### config.mk
export PLATFORM = sky130hd
export DESIGN_NAME = sw_led_ctrl
export DESIGN_NICKNAME = d
export VERILOG_FILES = /design/src/rtl/sw_led_ctrl.sv
export SDC_FILE = /design/constraint.sdc
export NUM_CORES = 1
export LEC_CHECK = 0
export BUFFER_PORTS_ARGS = -buffer_cell sky130_fd_sc_hd__clkbuf_2
export CAP_MARGIN = 20
export CORE_UTILIZATION = 50
export DETAILED_ROUTE_END_ITERATION = 12
export PLACE_DENSITY = 0.73
export SETUP_SLACK_MARGIN = 0.2
export SLEW_MARGIN = 30
export SYNTH_ARGS = -nofsm -noshare
export SYNTH_HDL_FRONTEND = slang
export SYNTH_SLANG_ARGS = --single-unit
### constraint.sdc
create_clock -name CLOCK_50 -period 4 [get_ports CLOCK_50]
set_input_delay 0.2 -clock CLOCK_50 [delete_from_list [all_inputs] [get_ports CLOCK_50]]
set_output_delay 0.2 -clock CLOCK_50 [all_outputs]
set_load 0.005 [all_outputs]
### src/rtl/sw_led_ctrl.sv
// Switch-to-LED controller: debounces switches, captures a pattern on a LOAD
// edge, and shows pass-through, hold, rotate or blink on the LEDs.
module sw_led_ctrl #(
  parameter int WIDTH       = 10,
  parameter int DB_CYCLES   = 4,
  parameter int TICK_CYCLES = 8
) (
  input  logic             CLOCK_50,
  input  logic             RST,
  input  logic [WIDTH-1:0] SW,
  input  logic [1:0]       MODE,
  input  logic             LOAD,
  output logic [WIDTH-1:0] LEDR,
  output logic             TICK
);

  localparam int DBW = $clog2(DB_CYCLES + 1);
  localparam int TW  = $clog2(TICK_CYCLES);
  localparam logic [DBW-1:0] DB_LAST = DBW'(DB_CYCLES - 1);
  localparam logic [TW-1:0]  T_LAST  = TW'(TICK_CYCLES - 1);

  typedef enum logic [1:0] {
    M_PASS  = 2'd0,
    M_HOLD  = 2'd1,
    M_ROT   = 2'd2,
    M_BLINK = 2'd3
  } mode_e;

  mode_e              mode;
  mode_e              mode_q;
  logic [WIDTH-1:0]   db;
  logic [DBW-1:0]     db_cnt [WIDTH];
  logic [WIDTH-1:0]   pat;
  logic [WIDTH-1:0]   pat_nxt;
  logic [WIDTH-1:0]   led_nxt;
  logic [TW-1:0]      tcnt;
  logic [TW-1:0]      tcnt_nxt;
  logic               ph;
  logic               ph_nxt;
  logic               load_q;
  logic               load_edge;
  logic               mode_chg;
  logic               rot_mode;
  logic               wrap;

  assign mode = mode_e'(MODE);

  // A bit is accepted only once it has disagreed with DB for DB_CYCLES clocks.
  always_ff @(posedge CLOCK_50 or posedge RST) begin
    if (RST) begin
      db <= '0;
      for (int i = 0; i < WIDTH; i++) db_cnt[i] <= '0;
    end else begin
      for (int i = 0; i < WIDTH; i++) begin
        if (SW[i] != db[i]) begin
          if (db_cnt[i] == DB_LAST) begin
            db[i]     <= SW[i];
            db_cnt[i] <= '0;
          end else begin
            db_cnt[i] <= db_cnt[i] + 1'b1;
          end
        end else begin
          db_cnt[i] <= '0;
        end
      end
    end
  end

  // A mode change restarts the step counter, so no tick fires on that clock.
  always_comb begin
    load_edge = LOAD & ~load_q;
    mode_chg  = (mode != mode_q);
    rot_mode  = (mode == M_ROT) || (mode == M_BLINK);
    wrap      = rot_mode && !mode_chg && (tcnt == T_LAST);
    tcnt_nxt  = (!rot_mode || mode_chg || wrap) ? '0 : tcnt + 1'b1;

    pat_nxt = pat;
    if (load_edge)
      pat_nxt = db;
    else if (wrap && mode == M_ROT)
      pat_nxt = {pat[WIDTH-2:0], pat[WIDTH-1]};

    ph_nxt = ph;
    if (mode_chg)
      ph_nxt = 1'b1;
    else if (wrap && mode == M_BLINK)
      ph_nxt = ~ph;

    led_nxt = '0;
    case (mode)
      M_PASS:  led_nxt = db;
      M_HOLD:  led_nxt = pat_nxt;
      M_ROT:   led_nxt = pat_nxt;
      M_BLINK: led_nxt = ph_nxt ? pat_nxt : '0;
      default: led_nxt = '0;
    endcase
  end

  always_ff @(posedge CLOCK_50 or posedge RST) begin
    if (RST) begin
      mode_q <= M_PASS;
      load_q <= 1'b0;
      tcnt   <= '0;
      TICK   <= 1'b0;
      pat    <= '0;
      ph     <= 1'b1;
      LEDR   <= '0;
    end else begin
      mode_q <= mode;
      load_q <= LOAD;
      tcnt   <= tcnt_nxt;
      TICK   <= wrap;
      pat    <= pat_nxt;
      ph     <= ph_nxt;
      LEDR   <= led_nxt;
    end
  end

endmodule

* Word-level counts from Yosys, hierarchy flattened *
Index checks and enable logic that the tools add are counted.
Widths: inputs -> output; s select.

storage, ports and cells
  logic and storage cells = 114
  memories kept = 0
  input port bits = 15
  memory bits (read-only) = 0
  register bits after elaboration = 68
  memory bits (writable) = 0
  latch bits = 0

operators by class
  multipliers = 0
  reductions and logical operators = 21
  magnitude comparators = 0
  bitwise logic cells = 3
  equality and inequality tests = 25
  mux-type cells = 27
  add/subtract/negate cells = 11
  divide/modulo/power cells = 0
  shifts and indexed selects = 0

operators by type and width
  kind                 number
  $mux 3               21
  $add 3x1->3 const B  11
  $eq 3x2->1 const B   10
  $mux 10              3
  $pmux 10 s3          1
  $reduce_and 2->1     10
  $ne 1x1->1           10
  $eq 2x2->1 const B   2
  $logic_and 1x1->1    4
  $eq 3x3->1 const B   1
  $logic_or 1x1->1     3
  $eq 2x1->1 const B   1
  $logic_not 1->1      2
  $logic_not 2->1      1
  $mux 1               2
  $ne 2x2->1           1
  $not 1->1            2
  $reduce_or 2->1      1
  $and 1x1->1          1

* Depth between registers and ports, before layout *
  word-level depth = 9
  depth in mapped cells = 7

* Worst setup path after synthesis *
No wires, ideal clock.

  path type = reg-to-reg
  start point = reg tcnt[0]
  end point = reg LEDR[0]
  stages on the path, launching flop included = 7
  data required time = 3.872 ns
  setup time = 0.128 ns
  path buffers = 0
  slack = 2.355 ns
  arrival time = 1.517 ns
  clock period less this slack = 1.645 ns
  cell sequence = dfrtp_1 ha_1 ha_1 xor2_1 o311ai_1 nand2_2 o2bb2ai_1

between the ends
  cells in the longest elaborated chain, start to end = 7
  elaborated cells between the ends (all ways) = 10
  classes of those cells = 1 x eq/ne; 6 x mux; 3 x reduce/logical

ends and longest elaborated chain
  item                                         RTL line  source
  start, declared                              36        logic [TW-1:0] tcnt;
  start signal, assigned                       111       tcnt <= tcnt_nxt;
  $eq 3x3->1 (*)                               74        wrap = rot_mode && !mode_chg && (tcnt == T_LAST);
  $logic_and 1x1->1 (*)                        74
  $logic_and 1x1->1, on equally long branches  80, 86
  $mux 10 / $mux 1 (equally long branches)     80, 86
  $mux 10 / $mux 1 (equally long branches)     78, 84
  $mux 10                                      94        M_BLINK: led_nxt = ph_nxt ? pat_nxt : '0;
  $pmux 10 s3 (*)                              90        case (mode)
  via led_nxt[0]                               35        logic [WIDTH-1:0] led_nxt;
  end signal, assigned                         115       LEDR <= led_nxt;
  end, declared                                13        output logic [WIDTH-1:0] LEDR,

Mark *: on every way through the listed nets, which the timed path passes. The rest lies on a longest branch.
A chain may end at the register's enable or synchronous reset.

* Worst setup path in the final report *
  start point = reg tcnt[0]
  end point = reg pat[0]

between the ends
  cells in the longest elaborated chain, start to end = 5

ends and longest elaborated chain
  item                  RTL line  source
  $eq 3x3->1            74
  $logic_and 1x1->1     74
  $logic_and 1x1->1     80        else if (wrap && mode == M_ROT)
  $mux 10               80
  $mux 10               78        if (load_edge)
  via pat_nxt[0]        34        logic [WIDTH-1:0] pat_nxt;
  end signal, assigned  113       pat <= pat_nxt;
  end, declared         33        logic [WIDTH-1:0] pat;

The timed path passes the listed nets, and every way through them passes these cells.

==> qor.yml <==
synth:
  ys_ff_latch: 68
  synth_cells: 212
  syn-num-nets: 242
  syn_area_per_cell_um2: 13.3
  ys_types: 27
  yosysWarnings: 0
  syn-cell-area_um2: 2830
  synth-seq-area-share_pct: 60.3
layout:
  num_antenna_cells: 0
  final_core_util_pct: 59.2
  nets: 278
  fillers: 475
  drive_gt1_share_pct: 22.9
  area_growth_pct: 14.6
  fin_area_um2: 3240
setup_path:
  critPathCaptureType: "flip-flop"
  r2r_slack_ns: 1.82
  worstPathRequired_ns: 4.19
  cp_data_arrival_time_ns: 2.37
  reg2reg_from: "tcnt[0]"
  critPathLaunchType: "flip-flop"
  ff2ff_path_depth: 6
  crit_type: "flip-flop to flip-flop"
  worstReg2RegEnd: "pat[0]"
  crit_fanout: 10
pwr:
  peakVddDrop_mv: 0.307
  seq_power_share_pct: 51.3
  switching_share_pct: 29.9
  power_mw: 1.98
  p_clk_share_pct: 26.0
  p_int_mw: 1.39
  pwr-share-comb_pct: 22.6
  p_per_area_nw_per_um2: 611
  p_sw_mw: 0.591
  p_leak_nw: 1.48
cts:
  htree_levels: 3
  cts_root_buffer: "clkbuf_8"
  cts_buffers: 9
  cts_buffer_depth: 2
  cts_sinks: 68
  clk_pin_slew_ns: 0.07
  clock_latency_ns: 0.34
  cts_tree: "yes"
global_route:
  antenna_found_initial: 0
  grt_remaining_overflow: 0
  track_usage_pct: 17.9
  grt_pass1_wl_um: 8120
  grt_pass1_vias: 1825
  grt_start_max_net_pins: 44
routing:
  wl_met3_um: 186
  wirelength_met1_um: 2000
  routed.top_layer: "met4"
  drtPass1Iterations: 4
  vias: 1648
  ant_nets: 0
  drt_iter0_drc: 69
  wl_met2_um: 2090
  routedWlPerCell_um: 13.3
  avgViaCountPerCell: 5.07
  drc: 0
  wl_um: 4320
sta:
  timing.fmax_mhz: 458
  worstMarginPinSlew_ns: 0.984
  finalSetupViolCount: 0
  final_max_slew_viol_count: 0
  skew_ns: 0.00813
  period_share_pct: 54.6
  slew_headroom_pct: 34.1
  finalWorstSetupSlack_ns: 1.82
  rsz0062_at_grt: "no"
  finalHoldViolCount: 0
  finalCriticalPeriod_ns: 2.18
  fin_setup_tns_ns: 0
floorplanning:
  row_count: 27
  ios: 26
  start_util_pct: 51.6
  fp.dieH_um: 77.2
  dieArea_um2: 5960
  die_w_um: 77.2
  core_area_um2: 5470
worst_hold_path:
  min_path_cells: 1
  hp-class: "input pin to flip-flop"
  worstHoldEndpoint: "mode_q[0]"
  hp-start: "MODE[0]"
run_status:
  status: "finished, final reports clean"
placement:
  postPlaceCellArea_um2: 3030
  dp_hpwl_um: 2980
  routabilityCongestion: 0.752
  io_buffers: 25
  pre_cts_ws_ns: 1.84
job:
  drv_cap: 0
Yosys cell counts (all sizes together):
| cell | n | area [µm²] |
|---|---|---|
| dfstp | 1 | 26.3 |
| buf | 1 | 11.3 |
| nor3b | 19 | 143 |
| or2 | 1 | 6.26 |
| o2bb2ai | 10 | 87.6 |
| nor3 | 10 | 55.1 |
| nor4 | 1 | 6.26 |
| o21ai | 1 | 16.3 |
| xor2 | 4 | 35.0 |
| ha | 15 | 188 |
| nor2b | 11 | 68.8 |
| inv | 3 | 11.3 |
| mux2i | 10 | 100 |
| xnor2 | 10 | 87.6 |
| and3b | 2 | 17.5 |
| nor2 | 12 | 45.0 |
| nand2b | 4 | 25.0 |
| clkbuf | 2 | 7.51 |
| mux2 | 10 | 113 |
| dfrtp | 67 | 1680 |
| o311ai | 1 | 8.76 |
| a21oi | 11 | 55.1 |
| o31a | 1 | 8.76 |
| nand2 | 3 | 13.8 |
| and2 | 2 | 12.5 |
area by class of cell:
type / instances / area [µm²] / share of cell area [%]
inverter: 3 / 12.5 / 0.386
clock inverter: 5 / 36.3 / 1.12
timing repair buffer: 28 / 153 / 4.71
sequential: 68 / 1700 / 52.6
tap: 72 / 90.1 / 2.78
clock buffer: 11 / 151 / 4.68
multi-input combinational: 138 / 1090 / 33.7
cell usage in the layout, fill, tap and decap left out, types with 2 or more instances in the layout:
cell type | Yosys | routed
a21oi_1 | 11 | 11
nor2b_1 | 11 | 11
dlygate4sd3_1 | 0 | 2
clkinvlp_4 | 0 | 3
o2bb2ai_1 | 10 | 10
nand2b_1 | 4 | 4
nor3b_1 | 19 | 19
nor2_1 | 12 | 12
and3b_1 | 2 | 2
inv_1 | 3 | 2
clkbuf_8 | 0 | 11
and2_1 | 2 | 2
clkinv_2 | 0 | 2
mux2_2 | 10 | 10
xnor2_1 | 10 | 10
clkbuf_2 | 0 | 25
ha_1 | 15 | 15
xor2_1 | 4 | 4
mux2i_1 | 10 | 10
dfrtp_1 | 67 | 67
nand2_1 | 2 | 2
nor3_1 | 9 | 9
logic make-up (layout without fill, tap and decap cells):
group                      Yosys count  count (layout)  share of synthesized area [%]
AOI/OAI and AO/OA                   24              24                           6.24
xor gates and xnor gates            14              14                           4.34
adders and majority gates           15              15                           6.64
buffers and inverters                6              47                           1.06
DFF                                 68              68                           60.3
muxes                               20              20                           7.53
and+or+nand+nor                     65              65                           13.9
repair_timing:
item                      CTS  global route
hold buffers                1             1
resized for setup           0             0
buffers inserted            0             0
hold endpoints to repair    1            41
critical path, cell delays in order (launching register included):
cell	delay, ns
dfrtp_1	0.35
ha_1	0.16
ha_1	0.26
nand2_1	0.09
nor3_2	0.75
mux2i_1	0.32
a21oi_1	0.10
through the flow:
stage | hold WS, ns | cells
global placement | 0.348 | 307
global route | 0.00650 | 325
floorplan | 0.231 | 212
detailed placement | 0.352 | 307
CTS | 0.0113 | 324
finish | 0.0278 | 325
worst max-delay path by stage:
stage	slack, ns	to	cells past startpoint	from
global route	1.61	pat[6]	6	tcnt[0]
detailed placement	1.84	pat[0]	6	tcnt[0]
floorplan	2.09	LEDR[0]	1	RST
finish	1.82	pat[0]	6	tcnt[0]
global placement	1.87	pat[1]	6	tcnt[0]
CTS	1.82	pat[0]	6	tcnt[0]
routing by layer:
layer  track usage, %  vias to the layer above
li1                 -                      821
met1             21.4                      793
met2             29.1                       26
met3             7.86                        8
met4             5.09                        0
met5                0                        -
sequential cells by signal (all words and copies together), names as in the netlist:
register  flops
db_cnt       30
pat          10
tcnt          3
mode_q        2
TICK          1
ph            1
load_q        1
LEDR         10
db           10
power by group through the flow:
stage	logic [mW]	clock network, mW	registers, mW
floorplan	0.347	0	0.998
global placement	0.439	0	1.02
detailed placement	0.455	0	1.03
CTS	0.456	0.533	1.02
global route	0.528	0.562	1.05
finish	0.448	0.515	1.02
(Power assumes the default switching activity.)
